<file path="src/rtl/regfile_bypass_sb.sv">
// Register file with two combinational read ports, two write-back ports,
// same-cycle write-to-read bypass and a per-register busy scoreboard.

module regfile_bypass_sb_entry #(
    parameter int DATA_W    = 16,
    parameter int ADDR_W    = 3,
    parameter int IDX       = 0,
    parameter bit HARD_ZERO = 1'b0
) (
    input  logic              clk,
    input  logic              reset,
    input  logic              i_we0,
    input  logic [ADDR_W-1:0] i_wa0,
    input  logic [DATA_W-1:0] i_wd0,
    input  logic              i_we1,
    input  logic [ADDR_W-1:0] i_wa1,
    input  logic [DATA_W-1:0] i_wd1,
    input  logic              i_issue,
    input  logic [ADDR_W-1:0] i_issue_addr,
    output logic [DATA_W-1:0] o_data,
    output logic              o_busy
);
    localparam logic [ADDR_W-1:0] MY_ADDR = ADDR_W'(IDX);

    logic              w_hit0;
    logic              w_hit1;
    logic              w_iss;
    logic [DATA_W-1:0] r_data;
    logic              r_busy;

    // A hardwired-zero entry never matches, so it stays at its reset value.
    assign w_hit0 = i_we0   && (i_wa0 == MY_ADDR)        && !HARD_ZERO;
    assign w_hit1 = i_we1   && (i_wa1 == MY_ADDR)        && !HARD_ZERO;
    assign w_iss  = i_issue && (i_issue_addr == MY_ADDR) && !HARD_ZERO;

    always_ff @(posedge clk) begin
        if (reset) begin
            r_data <= '0;
            r_busy <= 1'b0;
        end else begin
            if (w_hit1)
                r_data <= i_wd1;
            else if (w_hit0)
                r_data <= i_wd0;
            // A new producer wins over one retiring in the same cycle.
            if (w_iss)
                r_busy <= 1'b1;
            else if (w_hit0 || w_hit1)
                r_busy <= 1'b0;
        end
    end

    assign o_data = r_data;
    assign o_busy = r_busy;
endmodule

module regfile_bypass_sb #(
    parameter int DATA_W   = 16,
    parameter int ADDR_W   = 3,
    parameter int ZERO_REG = 0
) (
    input  logic                   clk,
    input  logic                   reset,
    input  logic                   write_back0,
    input  logic [ADDR_W-1:0]      write_addr0,
    input  logic [DATA_W-1:0]      write_data0,
    input  logic                   write_back1,
    input  logic [ADDR_W-1:0]      write_addr1,
    input  logic [DATA_W-1:0]      write_data1,
    input  logic [ADDR_W-1:0]      dst_addr,
    input  logic [ADDR_W-1:0]      src_addr,
    output logic [DATA_W-1:0]      read_data1,
    output logic [DATA_W-1:0]      read_data2,
    input  logic                   issue,
    input  logic [ADDR_W-1:0]      issue_addr,
    output logic                   dst_busy,
    output logic                   src_busy,
    output logic [(1<<ADDR_W)-1:0] busy_vec
);
    localparam int NUM_REGS = 1 << ADDR_W;

    logic [NUM_REGS-1:0][DATA_W-1:0] w_regs;
    logic [NUM_REGS-1:0]             w_busy;
    logic [1:0][ADDR_W-1:0]          w_raddr;
    logic [1:0][DATA_W-1:0]          w_rdata;
    logic [1:0]                      w_rbusy;

    genvar g;
    generate
        for (g = 0; g < NUM_REGS; g++) begin : g_reg
            regfile_bypass_sb_entry #(
                .DATA_W   (DATA_W),
                .ADDR_W   (ADDR_W),
                .IDX      (g),
                .HARD_ZERO((ZERO_REG != 0) && (g == 0))
            ) u_entry (
                .clk         (clk),
                .reset       (reset),
                .i_we0       (write_back0),
                .i_wa0       (write_addr0),
                .i_wd0       (write_data0),
                .i_we1       (write_back1),
                .i_wa1       (write_addr1),
                .i_wd1       (write_data1),
                .i_issue     (issue),
                .i_issue_addr(issue_addr),
                .o_data      (w_regs[g]),
                .o_busy      (w_busy[g])
            );
        end
    endgenerate

    assign w_raddr = {src_addr, dst_addr};

    // Later assignments win: stored < port 0 < port 1 < hardwired zero.
    // A register being written back is no longer busy since its data is bypassed.
    always_comb begin
        w_rdata = '0;
        w_rbusy = '0;
        for (int p = 0; p < 2; p++) begin
            w_rdata[p] = w_regs[w_raddr[p]];
            w_rbusy[p] = w_busy[w_raddr[p]];
            if (write_back0 && (write_addr0 == w_raddr[p])) begin
                w_rdata[p] = write_data0;
                w_rbusy[p] = 1'b0;
            end
            if (write_back1 && (write_addr1 == w_raddr[p])) begin
                w_rdata[p] = write_data1;
                w_rbusy[p] = 1'b0;
            end
            if ((ZERO_REG != 0) && (w_raddr[p] == '0))
                w_rdata[p] = '0;
        end
    end

    assign read_data1 = w_rdata[0];
    assign read_data2 = w_rdata[1];
    assign dst_busy   = w_rbusy[0];
    assign src_busy   = w_rbusy[1];
    assign busy_vec   = w_busy;
endmodule

</file>
<file path="config.mk">
export PLATFORM = sky130hd
export DESIGN_NAME = regfile_bypass_sb
export DESIGN_NICKNAME = d
export VERILOG_FILES = /design/src/rtl/regfile_bypass_sb.sv
export SDC_FILE = /design/constraint.sdc
export NUM_CORES = 1
export LEC_CHECK = 0
export ABC_CLOCK_PERIOD_IN_PS = 3200
export BUFFER_PORTS_ARGS = -buffer_cell sky130_fd_sc_hd__clkbuf_2
export CAP_MARGIN = 5
export CORE_MARGIN = 4
export CORE_UTILIZATION = 45
export DETAILED_ROUTE_END_ITERATION = 16
export PLACE_DENSITY = 0.66
export SYNTH_ARGS = -nofsm -noshare
export SYNTH_HDL_FRONTEND = slang
export SYNTH_SLANG_ARGS = --single-unit
</file>
<file path="constraint.sdc">
create_clock -name clk -period 3.2 [get_ports clk]
set_input_delay 0.32 -clock clk [delete_from_list [all_inputs] [get_ports clk]]
set_output_delay 0.32 -clock clk [all_outputs]
set_load 0.03 [all_outputs]
</file>
==> impl_metrics.ini, run 1 <==
[clocking]
cts.repair.resized = 0
cts-buffers-inserted = 17
clockBufferDepth = 2
cts_root_buffer = clkbuf_16
postCtsSetupBuffers = 0
cts_max_level = 4
cts.sinks = 136
cts_hold_buf = 0
clkTransAtPathRegs_ns = 0.06
clock_latency_ns = 0.43
cts_tree = done

[grt]
grt_pass1_wl_um = 44300
grt_max_degree = 82
grt-ovfl-total = 0
antenna_found_initial = 3
grtUsageTotal = 0.258
grt_pass1_vias = 7274

[timing]
slew_viol_final = 0
slew-limit-headroom = 0.360
fmax_mhz = 384
finClkSkew_ns = 0
hold_violations = 0
min_period_ns = 2.60
rsz0062_at_grt = false
hold_ws_ns = 0.187
worstMarginPinSlew_ns = 0.960
setup_tns_ns = 0
setup-violations-final = 0
timing.final.crit_share = 0.813

[final_layout]
area_growth_syn_to_layout_pct = 10.3
fillers = 1880
final_cell_mix = 160 x mux2i_1, 136 x dfxtp_1, 134 x nor2_1, 128 x a211oi_1, 92 x clkbuf_2
utilization = 0.503
design_area_um2 = 10100
layout.nets = 987
final_common_cell = mux2i_1
final_layout_size_suffix_gt1_frac = 0.255

[critical_path]
worstReg2RegEnd = g_reg[2].u_entry.o_data[7]
cp_num_buf_inv = 3
cp_data_required_time_ns = 2.88
cp_cell_sequence = clkbuf_2 > buf_12 > mux4_1 > mux2_2 > mux2i_1 > o21ai_0 > clkbuf_2
cp_top_family = multiplexers
reg2reg_depth = 2
crit_fanout = 18
r2r_slack_ns = 2.37
critPathCaptureType = output pin
max_stage_delay_ns = 0.57
cp.depth = 7
r2r_start = g_reg[2].u_entry.o_data[7]
start_kind = input port
crit_arrival_ns = 2.28
path_common_cell = clkbuf_2
critical_path_class = in2out
critPathSlowestCell = mux4_1

[hold_path]
hp-start = issue_addr[2]
hold_path_end = g_reg[4].u_entry.o_busy
min_path_type = in2reg
hold_depth = 3

[drt]
drt_first_pass_iters = 5
drt_iter0_drc = 767
via_count = 7598
drtAntennaViolNets = 0
drcViolationCount = 0
wl_per_cell_um = 23.8
finalWirelength_um = 28900
via_per_inst = 6.25

[power]
power.leakage_nw = 4.33
p_per_area_nw_per_um2 = 455
ir_worst_vdd_v = 0.000362

[synthesis]
yosys.area_share.simple = 0.0955
synth_fa_ha_area_frac = 0
muxShareOfSynthArea = 0.389
netlist_instances = 922
yosysWarnings = 0
synth_compound_area_frac = 0.127
synth_fp_nets = 974
avgSynthCellArea_um2 = 9.98
synth_area_um2 = 9200
synth_cell_types = 29
synth-seq-cells = 136
synth_xor_area_frac = 0.0114
synth_top_family_by_area = multiplexers
ys_seq_area_frac = 0.296

[floorplan]
initial_core_util = 0.456
core_area_um2 = 20200
die_width_um = 151
rows = 52
io_pins = 94
dieArea_um2 = 22800
die-height_um = 151

[place]
hpwl_um = 17700
placed_area_um2 = 9590
portBuffers = 93
gp_congestion = 0.805

[flow_run]
drv_cap = 0

[outcome]
status = completed
-- area by class of cell --
type | instances | area (µm²) | share of cell area
diodes | 1 | 2.50 | 0.000247
clock buffers | 19 | 443 | 0.0437
clock inverters | 10 | 106 | 0.0105
multi-input cells | 652 | 5740 | 0.566
flip-flops and latches | 136 | 2720 | 0.268
well taps | 270 | 338 | 0.0333
repair buffers | 128 | 793 | 0.0782
-- worst min-delay path: stages --
cell      delay (ns)
clkbuf_2        0.12
nand3_1         0.07
a21oi_1         0.05
-- Yosys cell counts, drive strengths merged --
master    n  area, µm²
a211oi  128        961
nor2    134        503
mux2     34        383
dfxtp   136       2720
and3      1       6.26
clkbuf   55        206
xnor2    12        105
and2      3       18.8
mux4     68       1600
nand3b    1       7.51
nor2b     9       58.8
a32oi     3       26.3
nand3    15       75.1
buf      79        533
nand2    38        143
mux2i   160       1600
and4      2       17.5
o21ai    32        160
nand4     5       31.3
a21oi     5       25.0
and3b     2       17.5
-- per-layer routing --
metal	global-route usage	wire length, µm	vias up
met4	0.0707	532	6
met1	0.374	13200	3732
met2	0.387	13000	341
li1	-	-	3466
met5	0	34	-
met3	0.0583	2190	53
-- flip-flops by register name, indices dropped and copies added (netlist names) --
register and flops:
g.u_entry.o_data 128, g.u_entry.o_busy 8
-- logic make-up after synthesis --
family | after synthesis
mux | 262
simple gates | 210
compound gates | 168
flops | 136
buf+inv | 134
xor+xnor | 12
-- worst max path at each step --
stage / startpoint / endpoint
after global placement: dst_addr[2] / read_data1[0]
after floorplan: src_addr[0] / read_data2[0]
final: dst_addr[2] / read_data1[0]
after CTS: dst_addr[2] / read_data1[0]
after global routing: dst_addr[2] / read_data1[0]
after detailed placement: dst_addr[2] / read_data1[3]
-- metrics by stage --
step           cells  worst slack [ns]  power [mW]
2_1_floorplan    922             0.924        2.51
3_3_place_gp    1186             0.618        2.72
3_5_place_dp    1186             0.599        2.74
4_1_cts         1215             0.603        4.61
5_1_grt         1215             0.491        4.75
6_report        1216             0.598        4.61
-- report_power, final --
group	switching (mW)	total, mW	leakage [nW]	internal [mW]
sequential	0.0650	1.84	1.11	1.78
combinational	0.519	0.869	2.95	0.350
clock	0.756	1.90	0.274	1.14
(Power assumes the default switching activity.)
==> inputs of run 2 (changes only) <==
--- a/config.mk
+++ b/config.mk
@@ -5,13 +5,13 @@
 export SDC_FILE = /design/constraint.sdc
 export NUM_CORES = 1
 export LEC_CHECK = 0
-export ABC_CLOCK_PERIOD_IN_PS = 3200
+export ABC_CLOCK_PERIOD_IN_PS = 2300
 export BUFFER_PORTS_ARGS = -buffer_cell sky130_fd_sc_hd__clkbuf_2
 export CAP_MARGIN = 5
 export CORE_MARGIN = 4
 export CORE_UTILIZATION = 45
 export DETAILED_ROUTE_END_ITERATION = 16
-export PLACE_DENSITY = 0.66
+export PLACE_DENSITY = 0.68
 export SYNTH_ARGS = -nofsm -noshare
 export SYNTH_HDL_FRONTEND = slang
 export SYNTH_SLANG_ARGS = --single-unit
==> constraint.sdc (replaced) <==
create_clock -name clk -period 2.3 [get_ports clk]
set_input_delay 0.23 -clock clk [delete_from_list [all_inputs] [get_ports clk]]
set_output_delay 0.23 -clock clk [all_outputs]
set_load 0.03 [all_outputs]
==> run 2 against run 1 <==
  * Register-to-register slack got worse by 0.89 ns
  * Clock power increased by 45%
  * Sequential share of layout area decreased by 0.73 points
  * Via count increased by 0.67%
  * Final cell count increased by 1.3%
  * Global-route usage decreased by 0.40 points
  * Non-clock buffer count increased by 14
  * Worst hold slack got worse by 0.10 ns
  * Routed wire length decreased by 0.97%
  * Die area unchanged
  * Highest routed layer unchanged
==> impl_metrics.ini, run 2 (synthesis gave the netlist of run 1 again) <==
[critical_path]
critPathSlowestCell = mux4_1
critPathCaptureType = output pin
critical_path_class = reg2out
cp_cell_sequence = mux4_1 > mux2_2 > mux2i_1 > o21ai_1 > clkbuf_2
r2r_slack_ns = 1.48
reg2reg_depth = 2
max_stage_delay_ns = 0.50
r2r_start = g_reg[6].u_entry.o_data[3]
crit_fanout = 3
worstReg2RegEnd = g_reg[6].u_entry.o_data[3]
cp_data_required_time_ns = 2.07
crit_arrival_ns = 2.03
start_kind = flip-flop

[power]
power.share.switching = 0.289
power.switching_mw = 1.90
pwr-share-clk = 0.420
p_int_mw = 4.66
power.leakage_nw = 4.46
power_frac_comb = 0.190
p_per_area_nw_per_um2 = 629
ir_worst_vdd_v = 0.000565
seqPwrFrac = 0.391
total_power_mw = 6.56

[grt]
grt_max_degree = 55
antenna_found_initial = 2
grt_pass1_wl_um = 44100
grtUsageTotal = 0.254
grt_pass1_vias = 7292
grt-ovfl-total = 0

[timing]
slew_viol_final = 0
hold_violations = 0
finClkSkew_ns = 0
setup-violations-final = 0
setup_tns_ns = 0
fmax_mhz = 443
min_period_ns = 2.26
rsz0062_at_grt = false
worstMarginPinSlew_ns = 0.841
slew-limit-headroom = 0.438
timing.final.crit_share = 0.981

[drt]
drcViolationCount = 0
drt_first_pass_iters = 5
via_count = 7649
drtAntennaViolNets = 0
via_per_inst = 6.21
wl_per_cell_um = 23.3
finalWirelength_um = 28700
drt_iter0_drc = 787

[final_layout]
final_cell_count_no_fill = 1232
design_area_um2 = 10400
layout.nets = 1001
final_layout_size_suffix_gt1_frac = 0.269
final_common_cell = mux2i_1
area_growth_syn_to_layout_pct = 13.4
largest_register_ffs = 128
final_cell_mix = 160 x mux2i_1, 136 x dfxtp_1, 134 x nor2_1, 128 x a211oi_1, 90 x clkbuf_2
num_antenna_cells = 0

[clocking]
cts_max_level = 4
cts-buffers-inserted = 17
cts_tree = done
clockBufferDepth = 2
clock_latency_ns = 0.42
clkTransAtPathRegs_ns = 0.06
postCtsSetupBuffers = 0
cts_root_buffer = clkbuf_16
cts_hold_buf = 0
cts.sinks = 136

[floorplan]
core_area_um2 = 20200
die-height_um = 151
initial_core_util = 0.456
rows = 52
io_pins = 94
dieArea_um2 = 22800
die_width_um = 151

[hold_path]
hp-start = issue_addr[1]
min_path_type = in2reg
hold_depth = 3
hold_path_end = g_reg[3].u_entry.o_busy

[place]
placed_area_um2 = 9840
hpwl_um = 18900
gp_congestion = 0.842
dp.cells = 1200
portBuffers = 93

[flow_run]
drv_cap = 0

[outcome]
status = completed
run 2: cell types whose count changed in the layout (fill, tap and decap cells not counted), moves of 2 or more:
cell        before  now
clkbuf_8         1    3
buf_4           31   34
clkbuf_2        92   90
clkinvlp_4       1    3
buf_12           5   16
run 2: timing repair:
item,4_1_cts,5_1_grt
hold endpoints to repair,0,0
endpoints found under the setup margin,0,2
resized for setup,0,4
run 2: worst max-delay path by stage:
stage / start / end / slack (ns) / cells past startpoint
2_1_floorplan: src_addr[0] / read_data2[0] / 0.20 / 7
5_1_grt: g_reg[7].u_entry.o_data[13] / read_data2[13] / 0.0007 / 5
6_report: g_reg[1].u_entry.o_data[4] / read_data1[4] / 0.04 / 5
3_5_place_dp: src_addr[2] / read_data2[5] / 0.11 / 7
3_3_place_gp: dst_addr[2] / read_data1[3] / 0.13 / 7
4_1_cts: g_reg[4].u_entry.o_data[5] / read_data2[5] / 0.03 / 5
run 2: through the flow:
step	util	setup WS, ns	hold slack, ns
6_report	0.517	0.0444	0.0855
5_1_grt	0.517	0.000717	0.112
4_1_cts	0.517	0.0268	0.0740
3_5_place_dp	0.488	0.112	0.505
3_3_place_gp	0.488	0.131	0.514
2_1_floorplan	-	0.204	0.378
run 2: final cells by class:
cell class | count | area [µm²]
Fill cell | 1832 | 9740
Sequential cell | 136 | 2720
Tap cell | 270 | 338
Timing Repair Buffer | 142 | 1040
Clock buffer | 20 | 467
Clock inverter | 12 | 125
Multi-Input combinational cell | 652 | 5740
run 2: layer usage:
layer / GRT usage / wire length, µm / up-vias
met5: 0 / 19 / -
met4: 0.0830 / 743 / 2
met3: 0.0398 / 2190 / 65
met2: 0.391 / 13300 / 353
met1: 0.365 / 12400 / 3740
li1: - / - / 3489
run 2: worst max-delay path: cells and delay by family, from the launching register on:
| family | cells | cell delay, ns |
|---|---|---|
| buffers and inverters | 1 | 0.18 |
| DFF | 1 | 0.34 |
| muxes | 3 | 0.99 |
| AOI/OAI and AO/OA | 1 | 0.09 |
run 2: power groups by stage:
stage	clock, mW	sequential, mW	combinational, mW
finish	2.75	2.57	1.24
global route	2.88	2.58	1.32
CTS	2.78	2.56	1.23
detailed placement	0	2.61	1.23
global placement	0	2.61	1.21
floorplan	0	2.58	0.909
